<file path="src/rtl/bcd_to_bin_if.sv">
// Handshake bundle for the BCD-to-binary converter: start/operand in,
// busy/done/err/result out.
interface bcd_to_bin_if #(
    parameter int DIGITS = 8,
    parameter int OUT_W  = 32
);
    logic                  start;
    logic [4*DIGITS-1:0]   bcd_in;
    logic                  busy;
    logic                  done;
    logic                  err;
    logic [OUT_W-1:0]      result;

    modport master (output start, bcd_in, input busy, done, err, result);
    modport slave  (input start, bcd_in, output busy, done, err, result);
endinterface

</file>
<file path="src/rtl/bcd_to_bin.sv">
// Sequential reverse double-dabble: packed BCD keypad value -> unsigned binary.
// One shift-and-correct step per clock; non-decimal nibbles are flagged, not converted.
module bcd_to_bin #(
    parameter int DIGITS = 8,
    parameter int OUT_W  = 32
) (
    input  logic       clk,
    input  logic       rst,
    bcd_to_bin_if.slave bus
);
    localparam int W  = 4 * DIGITS;
    localparam int CW = $clog2(W + 1);

    typedef enum logic [1:0] {IDLE, CONV, FIN} state_t;

    state_t              state_q, state_d;
    logic [2*W-1:0]      sr_q, sr_d;       // {bcd half, bin half}
    logic [CW-1:0]       cnt_q, cnt_d;
    logic                err_q, err_d;
    logic [OUT_W-1:0]    result_q, result_d;

    logic [2*W-1:0]      shifted;
    logic                bad;

    // State register and datapath flops; reset aborts any conversion in flight.
    always_ff @(posedge clk or posedge rst) begin
        if (rst) begin
            state_q  <= IDLE;
            sr_q     <= '0;
            cnt_q    <= '0;
            err_q    <= 1'b0;
            result_q <= '0;
        end else begin
            state_q  <= state_d;
            sr_q     <= sr_d;
            cnt_q    <= cnt_d;
            err_q    <= err_d;
            result_q <= result_d;
        end
    end

    // Next-state logic: operand capture/validation, shift-and-correct step, completion.
    always_comb begin
        state_d  = state_q;
        sr_d     = sr_q;
        cnt_d    = cnt_q;
        err_d    = err_q;
        result_d = result_q;

        // One right shift, then pull every bcd nibble >= 8 back down by 3.
        // Nibbles stay in 5..12, so no borrow crosses a nibble boundary.
        shifted = sr_q >> 1;
        for (int i = 0; i < DIGITS; i++) begin
            if (shifted[W + 4*i + 3])
                shifted[W + 4*i +: 4] = shifted[W + 4*i +: 4] - 4'd3;
        end

        bad = 1'b0;
        for (int i = 0; i < DIGITS; i++) begin
            if (bus.bcd_in[4*i +: 4] > 4'd9) bad = 1'b1;
        end

        case (state_q)
            IDLE: begin
                if (bus.start) begin
                    sr_d = {bus.bcd_in, {W{1'b0}}};
                    if (bad) begin
                        err_d    = 1'b1;
                        result_d = '0;
                        state_d  = FIN;
                    end else begin
                        err_d   = 1'b0;
                        cnt_d   = CW'(W);
                        state_d = CONV;
                    end
                end
            end
            CONV: begin
                sr_d  = shifted;
                cnt_d = cnt_q - 1'b1;
                if (cnt_q == CW'(1)) begin
                    result_d = shifted[W-1 -: OUT_W];
                    state_d  = FIN;
                end
            end
            FIN:     state_d = IDLE;
            default: state_d = IDLE;
        endcase
    end

    assign bus.busy   = (state_q == CONV);
    assign bus.done   = (state_q == FIN);
    assign bus.err    = err_q;
    assign bus.result = result_q;
endmodule

</file>
<file path="src/flat_wrapper.sv">
// flat-port wrapper written by rule: the top's interface ports become plain ports
module bcd_to_bin_flat 
#(
    parameter int DIGITS = 8,
    parameter int OUT_W  = 32
)
  (clk, rst, bus_start, bus_bcd_in, bus_busy, bus_done, bus_err, bus_result);
  bcd_to_bin_if #(.DIGITS(DIGITS), .OUT_W(OUT_W)) bus_i ();
  input  logic clk;
  input  logic rst;
  input wire logic [$bits(bus_i.start)-1:0] bus_start;
  input wire logic [$bits(bus_i.bcd_in)-1:0] bus_bcd_in;
  output wire logic [$bits(bus_i.busy)-1:0] bus_busy;
  output wire logic [$bits(bus_i.done)-1:0] bus_done;
  output wire logic [$bits(bus_i.err)-1:0] bus_err;
  output wire logic [$bits(bus_i.result)-1:0] bus_result;
  assign bus_i.start = bus_start;
  assign bus_i.bcd_in = bus_bcd_in;
  assign bus_busy = bus_i.busy;
  assign bus_done = bus_i.done;
  assign bus_err = bus_i.err;
  assign bus_result = bus_i.result;
  bcd_to_bin #(.DIGITS(DIGITS), .OUT_W(OUT_W)) u_core (.clk(clk), .rst(rst), .bus(bus_i));
endmodule
</file>
<file path="config.mk">
export PLATFORM = sky130hd
export DESIGN_NAME = bcd_to_bin_flat
export DESIGN_NICKNAME = d
export VERILOG_FILES = /design/src/rtl/bcd_to_bin_if.sv /design/src/rtl/bcd_to_bin.sv /design/src/flat_wrapper.sv
export SDC_FILE = /design/constraint.sdc
export NUM_CORES = 1
export LEC_CHECK = 0
export CORE_AREA = 4 4 141 103
export DETAILED_ROUTE_END_ITERATION = 10
export DIE_AREA = 0 0 145 107
export MAX_ROUTING_LAYER = met4
export SLEW_MARGIN = 30
export SYNTH_ARGS = -nofsm -noshare
export SYNTH_HDL_FRONTEND = slang
export SYNTH_SLANG_ARGS = --single-unit
export TNS_END_PERCENT = 1
</file>
<file path="constraint.sdc">
create_clock -name clk -period 6.85 [get_ports clk]
set_input_delay 1.37 -clock clk [delete_from_list [all_inputs] [get_ports clk]]
set_output_delay 1.37 -clock clk [all_outputs]
set_load 0.1 [all_outputs]
</file>
# Word level (Yosys, flattened, before mapping)
# Index checks and enable logic that the tools add are counted.
# word_totals
reg_bits	105
in_bits	35
output_inout_bits	35
elab_cells	64
# op_classes
n_addsub	8
magnitude_cmp	8
n_eq_ne	7
n_mux	29
reduce_logical	7
# ops
operator	n
case mux 64 bit (2 select lines)	1
2-to-1 mux 32 bit	3
2-to-1 mux 64 bit	1
case mux 32 bit (2 select lines)	1
greater-than comparator 4 bit (second input constant)	8
2-to-1 mux 4 bit	7
subtractor 4 x 2 -> 4 bit (second input constant)	7
2-to-1 mux 6 bit	2
case mux 6 bit (2 select lines)	1
2-to-1 mux 1 bit	9
equality test 6 x 1 -> 1 bit (second input constant)	1
2-to-1 mux 2 bit	3
AND reduction 2 bit	3
subtractor 6 x 1 -> 6 bit (second input constant)	1
inequality test 2 x 1 -> 1 bit (second input constant)	2
inequality test 2 bit (second input constant)	2
case mux 2 bit (2 select lines)	1
AND reduction 4 bit	1
AND reduction 3 bit	1
equality test 2 x 1 -> 1 bit (second input constant)	1
equality test 2 bit (second input constant)	1
zero test 2 bit	1
nonzero test 2 bit	1

# Logic depth before layout (Yosys ltp)
# logic_depth
ltp_word	12
ltp_mapped	7
ltp_nobuf	6

# Worst setup path after synthesis
# Ideal clock, no wire load.
# synth_timing
path_type	register to output
from	register u_core.state_q[0]
to	output port bus_done
arrival_time_ns	2.195
required_time_ns	5.480
path_slack_ns	3.285
stages_incl_launch_ff	5
path_buffers	3
cell_sequence	dfrtp_1 buf_4 buf_2 clkbuf_1 nor2b_1
# synth_via
elab_chain_len	1
# synth_rtl
element	line_no	rtl
start: declaration	bcd_to_bin.sv:16	state_t state_q, state_d;
start signal: assignment	bcd_to_bin.sv:34	state_q <= state_d;
equality test 2 bit	bcd_to_bin.sv:92	assign bus.done = (state_q == FIN);
end: declaration	flat_wrapper.sv:14	output wire logic [$bits(bus_i.done)-1:0] bus_done;
# No other way between the ends.

# Final worst setup path
# layout_timing
from	register u_core.state_q[1]
to	output port bus_busy
# layout_via
elab_chain_len	1
# layout_rtl
element	line_no	rtl
equality test 2 x 1 -> 1 bit	bcd_to_bin.sv:91	assign bus.busy = (state_q == CONV);
end: declaration	flat_wrapper.sv:13	output wire logic [$bits(bus_i.busy)-1:0] bus_busy;
# No other way between the ends.

==> impl_summary.log <==
[metrics] measured slew at the worst slew-check pin: between 900 and 1000 ps
[metrics] buffer count from post-CTS setup fixing: 0
[metrics] antenna fix cells: 0
[metrics] Startpoint Class: register
[metrics] Tmin final: around 4600 ps
[metrics] total wire length: approximately 13 mm
[metrics] vias post-DR: between 4000 and 5000
[metrics] first-pass GRT wire length: 21.6 mm
[metrics] number of different library cells in the post-synthesis netlist: 44
[metrics] count of routing violations after the opening detailed-route iteration: a little under 300
[metrics] most used cells in the layout excluding fill and tap cells: sky130_fd_sc_hd__dfrtp_1, sky130_fd_sc_hd__nand2_1, sky130_fd_sc_hd__clkdlybuf4s50_1
[metrics] timing startpoint of the critical path: u_core.state_q[1]$_DFFE_PP0P_
[metrics] vias in the first global route: 4014
[metrics] global-route total usage across every layer: 17.6%
[metrics] number of design rule violations left after detail routing: 0
[metrics] router iterations before antenna repair: 5
[metrics] core outline area: 13000 µm²
[metrics] Ports: 70
[metrics] H-tree depth: 3
[metrics] antenna violations before repair: 0
[metrics] flop2flop setup slack: roughly 4200 ps
[metrics] Worst-path clk slew: roughly 80 ps
[metrics] final-report hold violation count: 0
[metrics] number of nets with antenna violations after routing: 0
[metrics] IR drop worst, VDD: between 0.0001 and 0.00015 V
[metrics] number of sinks handled by clock tree synthesis: about 100
[metrics] RSZ-0062 raised after global routing: false
[metrics] number of gates resized after cts: 0
[metrics] Yosys warnings: 0
[metrics] most common library cell in the layout ignoring fill and taps: sky130_fd_sc_hd__dfrtp_1
[metrics] via-per-instance ratio: roughly 5.6
[metrics] class of the tightest hold or removal check: reg -> reg
[metrics] number of enable flip-flop cells after synthesis: 0
[metrics] largest net degree at the start of global routing: 62
[metrics] total die area: 15500 µm²
[metrics] origin of the critical flop-to-flop path: u_core.state_q[0]$_DFFE_PP0P_
[metrics] number of max-cap violations: 0
[metrics] Setup violations, final: 0
[metrics] Post-Synthesis Net Count: roughly 560
[metrics] number of placement rows: 35
[metrics] leakage power: between 2 and 3 nW
[metrics] critical path required time: 5480 ps
[metrics] HPWL after DPL: ~8.4 mm
[metrics] depth of the worst register-to-register path: 5
[metrics] number of port buffers: just under 70
[metrics] highest achievable clock rate: ~220 MHz
[metrics] floorplan die height: between 100 and 150 µm
[metrics] count of nets after finishing: about 600
[metrics] total gr overflow: 0
[metrics] post-synth design cell area: about 5200 µm²
[metrics] Setup Total Neg Slack: 0 ps
[metrics] maximum buffer depth of the clock tree: 2
[metrics] period utilisation layout: ~67%
[metrics] worst slack after detailed placement: ~2600 ps
[metrics] Worst Clk Skew: approximately 7.9 ps
[metrics] weighted congestion at the end of routability-driven global placement: 0.758
[metrics] TritonCTS buffer count: 9
[metrics] capture instance of the worst register-to-register path: u_core.bus.result[3]$_DFFE_PP0P_
[metrics] Critical Path Sink Type: primary output
[metrics] minimum setup slack in the final design: ~2200 ps
[metrics] CP Max Fanout: 43
[metrics] final-report max-slew violation count: 0
[metrics] number of synthesized register bits: around 100
[metrics] number of standard cells after synthesis: 520
[metrics] Synth async-reset ratio: 100%
[metrics] sequential element share of the synthesized area: roughly half
[metrics] Critical Path AT: 3230 ps
[metrics] timing endpoint of the critical path: bus_busy
[metrics] area growth from synthesis to layout: 19.5%
[metrics] ys flop type: sky130_fd_sc_hd__dfrtp_1
[metrics] clock latency on the worst-skew pair: 350 ps
[metrics] clock tree from TritonCTS: built
[metrics] clock root cell: sky130_fd_sc_hd__clkbuf_16
[metrics] starting density of the core: about two fifths
[metrics] result of the run: completed
[metrics] number of hold buffers added after cts: 0
[metrics] fraction of layout cells with a size suffix above 1: slightly below 6%
[metrics] cell area power density: about 230 nW/µm²
[metrics] Die Span X: roughly 150 µm
[metrics] mean cell area of the mapped netlist: between 9 and 10 µm²
[metrics] total power draw: roughly 1.4 mW
[metrics] routed wirelength normalized by instance count: 17.8 µm
[metrics] Max-slew headroom: between 30% and 40%
[metrics] critical path start-end classification: reg -> out
-- cell usage after synthesis, types with 2 or more instances --
library cell / number / share of area, %
sky130_fd_sc_hd__buf_6: 5 / 1.1
sky130_fd_sc_hd__dfrtp_1: 104 / 50
sky130_fd_sc_hd__o22a_1: 6 / 1.0
sky130_fd_sc_hd__a31oi_1: 2 / 0.24
sky130_fd_sc_hd__nor2b_1: 12 / 1.5
sky130_fd_sc_hd__a311oi_1: 5 / 0.85
sky130_fd_sc_hd__and3_1: 2 / 0.24
sky130_fd_sc_hd__nand2b_1: 9 / 1.1
sky130_fd_sc_hd__inv_1: 7 / 0.51
sky130_fd_sc_hd__a22oi_1: 13 / 1.9
sky130_fd_sc_hd__mux2i_1: 13 / 2.5
sky130_fd_sc_hd__xor2_1: 7 / 1.2
sky130_fd_sc_hd__buf_2: 19 / 1.8
sky130_fd_sc_hd__nand4_1: 24 / 2.9
sky130_fd_sc_hd__a21oi_1: 20 / 1.9
sky130_fd_sc_hd__a22o_1: 21 / 3.6
sky130_fd_sc_hd__nand3_1: 15 / 1.5
sky130_fd_sc_hd__buf_4: 5 / 0.73
sky130_fd_sc_hd__ha_1: 9 / 2.2
sky130_fd_sc_hd__o21ai_0: 57 / 5.5
sky130_fd_sc_hd__xnor2_1: 7 / 1.2
sky130_fd_sc_hd__nand2_1: 78 / 5.7
sky130_fd_sc_hd__nor2_1: 17 / 1.2
sky130_fd_sc_hd__o211ai_1: 11 / 1.6
sky130_fd_sc_hd__a221o_1: 11 / 2.1
sky130_fd_sc_hd__o21a_1: 8 / 1.2
sky130_fd_sc_hd__clkbuf_1: 14 / 1.0
sky130_fd_sc_hd__o21ai_1: 2 / 0.19
sky130_fd_sc_hd__and4_1: 2 / 0.34
-- layer usage --
metal  global-route usage (%)  up-vias  wire (µm)
li1                         -     1973          -
met2                     24.7      121       5690
met3                     2.75       15        616
met4                     5.22        0        170
met5                        -        -          0
met1                     26.3     2043       6620
-- worst min-delay path by stage --
| stage | cells after the start | to | start | slack, ps |
|---|---|---|---|---|
| after floorplan | 2 | u_core.sr_q[7]$_DFFE_PP0P_ | u_core.sr_q[7]$_DFFE_PP0P_ | 450 |
| after global placement | 2 | u_core.sr_q[8]$_DFFE_PP0P_ | u_core.sr_q[8]$_DFFE_PP0P_ | 460 |
| after detailed placement | 2 | u_core.sr_q[24]$_DFFE_PP0P_ | u_core.sr_q[24]$_DFFE_PP0P_ | 460 |
| after CTS | 2 | u_core.sr_q[24]$_DFFE_PP0P_ | u_core.sr_q[24]$_DFFE_PP0P_ | 480 |
| after global routing | 1 | u_core.sr_q[1]$_DFFE_PP0P_ | u_core.sr_q[1]$_DFFE_PP0P_ | 510 |
| final | 2 | u_core.sr_q[24]$_DFFE_PP0P_ | u_core.sr_q[24]$_DFFE_PP0P_ | 480 |
-- final cells by class --
type                       instances  area [µm²]
sequential                       104        2600
multi-input combinational        365        2300
clock buffer                       9         225
inverter                           8        32.5
clock inverter                     7        61.3
fill                            1127        6820
timing repair buffer              77         751
tap                              166         208
-- critical path: stages (launching register included) --
cell	delay, ps
sky130_fd_sc_hd__dfrtp_1	360
sky130_fd_sc_hd__buf_4	240
sky130_fd_sc_hd__nand2b_4	310
sky130_fd_sc_hd__inv_2	670
sky130_fd_sc_hd__clkdlybuf4s50_1	1280
-- where the power goes --
group / internal [mW] / switching [mW]
sequential: 0.657 / 0.0499
clock: 0.255 / 0.249
combinational: 0.100 / 0.137
total: 1.01 / 0.436
-- registers in the layout, indices dropped and copies added, names as in the netlist --
register	flops
u_core.cnt_q	6
u_core.sr_q	63
u_core.bus.err	1
u_core.state_q	2
u_core.bus.result	32
-- metrics by stage --
stage	utilization [%]	cell area, µm²	cells	hold WS (ps)
2_1_floorplan	-	5180	520	446
3_3_place_gp	45.3	5900	720	457
3_5_place_dp	45.3	5900	720	463
4_1_cts	47.6	6180	736	484
5_1_grt	47.6	6180	736	513
6_report	47.6	6180	736	480
-- cell families (layout without fill, tap and decap cells) --
family | count (synthesis) | after routing | share of synthesized area (%)
AO/OA/AOI/OAI | 163 | 163 | 21.6
XOR/XNOR | 14 | 14 | 2.37
adder cells (fa/ha/maj) | 9 | 9 | 2.18
buffers and inverters | 51 | 101 | 5.25
flip-flops | 104 | 104 | 50.3
multiplexers | 14 | 14 | 2.73
AND/OR/NAND/NOR | 165 | 165 | 15.6
Note: power is estimated with default switching activity, not from simulation.
==> variant 1, RTL diff (same settings) <==
Make the reset (`rst`) synchronous in one clocked block.
--- a/src/rtl/bcd_to_bin.sv
+++ b/src/rtl/bcd_to_bin.sv
@@ -23,7 +23,7 @@
     logic                bad;
 
     // State register and datapath flops; reset aborts any conversion in flight.
-    always_ff @(posedge clk or posedge rst) begin
+    always_ff @(posedge clk) begin
         if (rst) begin
             state_q  <= IDLE;
             sr_q     <= '0;
Behaviour: differs if rst is asserted again (counterexample within 4 cycles, from zero or initial values and one cycle with rst high); with rst held inactive, the same outputs for 10 cycles.
==> variant 1 against the unedited design <==
- final area shrank 9.4%
- via count shrank 6.1%
- area after synthesis shrank 12%
- combinational power shrank 43%
- power shrank 12%
- cell count shrank 0.82%
- sequential share of layout area shrank 4.9 points
- sequential cell count is the same
- synthesized cell count shrank 0.77%
- critical path depth shrank 1
- worst setup slack lost 130 ps
- routed wire length shrank 13%
- clock skew is essentially flat
- largest cell class is now multi-input gates
==> variant 1: results <==
placed_design:
  gp_congestion: 0.747
  dpl.hpwl_mm: 7.29
  place_area_um2: 5310
worst_setup_path:
  ff2ff_setup_slack_ps: 3500
  critPathLaunch: "u_core.state_q[0]"
  arrival_ps: 3360
  worstReg2RegEnd: "u_core.bus.result[1]"
  cp_max_fo: 61
yosys:
  synth.area.top_cells: "dfxtp_1 46%, nor2_1 8.3%, a21oi_1 6.8%"
  synth.area.mux_share_pct: 3.93
  yosysSeqAreaShare_pct: 45.7
  syn_nets: 560
  yosys-top-cells-count: "104 x dfxtp_1, 101 x nor2_1, 62 x a21oi_1, 36 x a22oi_1, 29 x nor4b_1"
  synth_compound_area_share_pct: 20.5
  synthArstFlopShare_pct: 0
  ys_types: 40
  synthXorXnorAreaFrac_pct: 2.69
sta:
  tightest_slew_ps: 992
  skew_ps: 8.04
pwr:
  ir_drop_uv: 133
final_layout:
  fin_nets: 604
grt:
  track_usage_pct: 14.9
  grt_max_degree: 63
  first_global_vias: 3665
  grt_pass1_wl_mm: 18.5
outcome:
  status: "finished clean"
route:
  vias: 3900
[variant 1: routing by layer]
layer / share of wire [%] / track usage [%] / wire [um] / vias to the layer above
met5: 0 / - / 0 / -
met4: 1.2 / 4.27 / 135 / 0
met3: 4.5 / 3.84 / 517 / 14
met2: 45 / 22.4 / 5160 / 110
met1: 49 / 19.9 / 5570 / 1838
li1: - / - / - / 1938
[variant 1: metrics by stage]
stage | worst slack, ps | cells
5_1_grt | 1890 | 730
3_5_place_dp | 2500 | 715
4_1_cts | 2120 | 730
2_1_floorplan | 3400 | 516
3_3_place_gp | 2360 | 715
6_report | 2120 | 730
[variant 1: logic make-up after synthesis]
family          Yosys count
simple gates            179
xor+xnor                 14
mux                      17
compound gates          145
buf+inv                  48
flops                   104
fa+ha+maj                 9
[variant 1: final cells by class]
type / count / area, um^2 / share of cell area (%)
multi-input cells: 364 / 2270 / 40.5
clock buffers: 10 / 229 / 4.09
flip-flops and latches: 104 / 2080 / 37.2
clock inverters: 5 / 58.8 / 1.05
repair buffers: 75 / 731 / 13.0
inverters: 6 / 25.0 / 0.447
well taps: 166 / 208 / 3.71
[variant 1: worst min-delay path by stage]
stage,slack (ps),startpoint,cells past startpoint,end
2_1_floorplan,440,u_core.sr_q[32],2,u_core.sr_q[32]
3_3_place_gp,460,u_core.bus.err,1,u_core.bus.err
3_5_place_dp,460,u_core.bus.err,1,u_core.bus.err
4_1_cts,480,u_core.bus.err,1,u_core.bus.err
5_1_grt,490,u_core.bus.err,1,u_core.bus.err
6_report,470,u_core.bus.err,1,u_core.bus.err
[variant 1: report_power, final]
part	total [mW]	internal [mW]	switching, mW
sequential	0.636	0.620	0.0166
clock	0.506	0.282	0.224
combinational	0.134	0.0568	0.0768
[variant 1: worst max-delay path, stage by stage (launching register included)]
cell and delay (ps):
dfxtp_1 550, nand2b_1 500, inv_4 680, clkdlybuf4s50_1 1270
==> variant 2, RTL diff (same settings) <==
Without the edit above. `DIGITS` is set to 8 in 3 places; all go to 16.
--- a/src/rtl/bcd_to_bin_if.sv
+++ b/src/rtl/bcd_to_bin_if.sv
@@ -1,7 +1,7 @@
 // Handshake bundle for the BCD-to-binary converter: start/operand in,
 // busy/done/err/result out.
 interface bcd_to_bin_if #(
-    parameter int DIGITS = 8,
+    parameter int DIGITS = 16,
     parameter int OUT_W  = 32
 );
     logic                  start;
--- a/src/rtl/bcd_to_bin.sv
+++ b/src/rtl/bcd_to_bin.sv
@@ -1,7 +1,7 @@
 // Sequential reverse double-dabble: packed BCD keypad value -> unsigned binary.
 // One shift-and-correct step per clock; non-decimal nibbles are flagged, not converted.
 module bcd_to_bin #(
-    parameter int DIGITS = 8,
+    parameter int DIGITS = 16,
     parameter int OUT_W  = 32
 ) (
     input  logic       clk,
--- a/src/flat_wrapper.sv
+++ b/src/flat_wrapper.sv
@@ -1,7 +1,7 @@
 // flat-port wrapper written by rule: the top's interface ports become plain ports
 module bcd_to_bin_flat 
 #(
-    parameter int DIGITS = 8,
+    parameter int DIGITS = 16,
     parameter int OUT_W  = 32
 )
   (clk, rst, bus_start, bus_bcd_in, bus_busy, bus_done, bus_err, bus_result);
Interface: changed (resized bus_bcd_in); port bits go from 70 to 102. No check against the original RTL was run, so the function may have changed too.
==> variant 2 against the unedited design <==
- worst setup slack improved by 300 ps
- clock skew grew 6.8 ps
- synthesized cell count grew 26%
- area after synthesis is 28% higher
- final area grew 35%
- sequential cell count up 33
- first-iteration DRC count increased by 45%
- combinational power is 16% higher
- power rose by 47%
- routed wire length up 33%
- clock power grew 84%
- via count rose by 34%
- sequential power is 32% higher
- critical path type unchanged
- critical endpoint unchanged
- highest routed layer unchanged
==> variant 2: results <==
final_layout:
  drive_above_1_share_pct: 6.93
  fillers: 1067
  fin_nets: 821
  largest_reg_flops: 95
yosys:
  synth.area.top_cells: "dfrtp_1 52%, a32o_1 4.8%, nand2_1 4.7%"
  syn_nets: 741
  yosys-top-cells-count: "137 x dfrtp_1, 84 x nand2_1, 45 x a21oi_1, 38 x nor2_1, 35 x clkbuf_1"
  yosysSeqAreaShare_pct: 51.6
clocking:
  clkTransAtPathRegs_ps: 60
  cts_buffers: 17
  clock_latency_ps: 420
outcome:
  status: "finished clean"
placed_design:
  gp_congestion: 0.851
  dp_cells: 884
  dpl.hpwl_mm: 10.9
  dpl_worst_slack_ps: 2430
  place_area_um2: 7740
worst_setup_path:
  cp_max_fo: 39
  reg2reg_from: "u_core.state_q[1]"
  worstReg2RegEnd: "u_core.cnt_q[2]"
  ff2ff_path_depth: 6
grt:
  track_usage_pct: 23.7
  grt_max_degree: 88
route:
  finalWirelength_mm: 17.4
  first_pass_iters: 5
  vias: 5548
  avgViaCountPerCell: 6.06
min_path:
  min_path_cells: 1
  holdPathEnd: "u_core.bus.result[5]"
sta:
  skew_ps: 14.7
==> variant 2: critical path, stage by stage (launching register included) <==
cell             delay [ps]
dfrtp_1                 320
buf_4                   370
nand2_2                  90
inv_1                    70
buf_4                   400
clkdlybuf4s50_1        1220
==> variant 2: area by class of cell <==
cell class	instances	area [um^2]	area share, %
multi-input combinational	463	2990	35.9
tap	166	208	2.49
clock buffer	20	457	5.48
sequential	137	3430	41.1
inverter	8	35.0	0.420
clock inverter	12	139	1.67
timing repair buffer	110	1080	12.9
==> variant 2: how the worst max path moves through the flow <==
stage                            startpoint                    end  slack (ps)  cells past startpoint
after floorplan                         rst         u_core.bus.err        1810                      1
after global placement            bus_start  u_core.bus.result[25]        2480                      5
after detailed placement          bus_start  u_core.bus.result[10]        2430                      5
after CTS                 u_core.state_q[1]               bus_busy        2560                      5
after global routing      u_core.state_q[1]               bus_busy        2410                      5
final                     u_core.state_q[0]               bus_busy        2550                      5
==> variant 2: cells by family after synthesis <==
family / Yosys count / share of synthesized area [%]
adder cells (fa/ha/maj): 17 / 3.20
buffers and inverters: 57 / 3.71
AND/OR/NAND/NOR: 181 / 12.7
flip-flops: 137 / 51.6
AO/OA/AOI/OAI: 232 / 24.4
XOR/XNOR: 30 / 3.95
multiplexers: 3 / 0.452
==> variant 2: power breakdown <==
group / total [mW] / leakage, nW / switching, mW / internal [mW]
combinational: 0.274 / 1.52 / 0.138 / 0.136
sequential: 0.932 / 1.75 / 0.0694 / 0.863
clock: 0.927 / 0.292 / 0.367 / 0.561
==> variant 2: routing by layer <==
| metal | track usage, % | share of wire (%) |
|---|---|---|
| met5 | - | 0 |
| met4 | 7.46 | 1.4 |
| met3 | 4.56 | 6.1 |
| met2 | 34.2 | 45 |
| met1 | 34.1 | 48 |
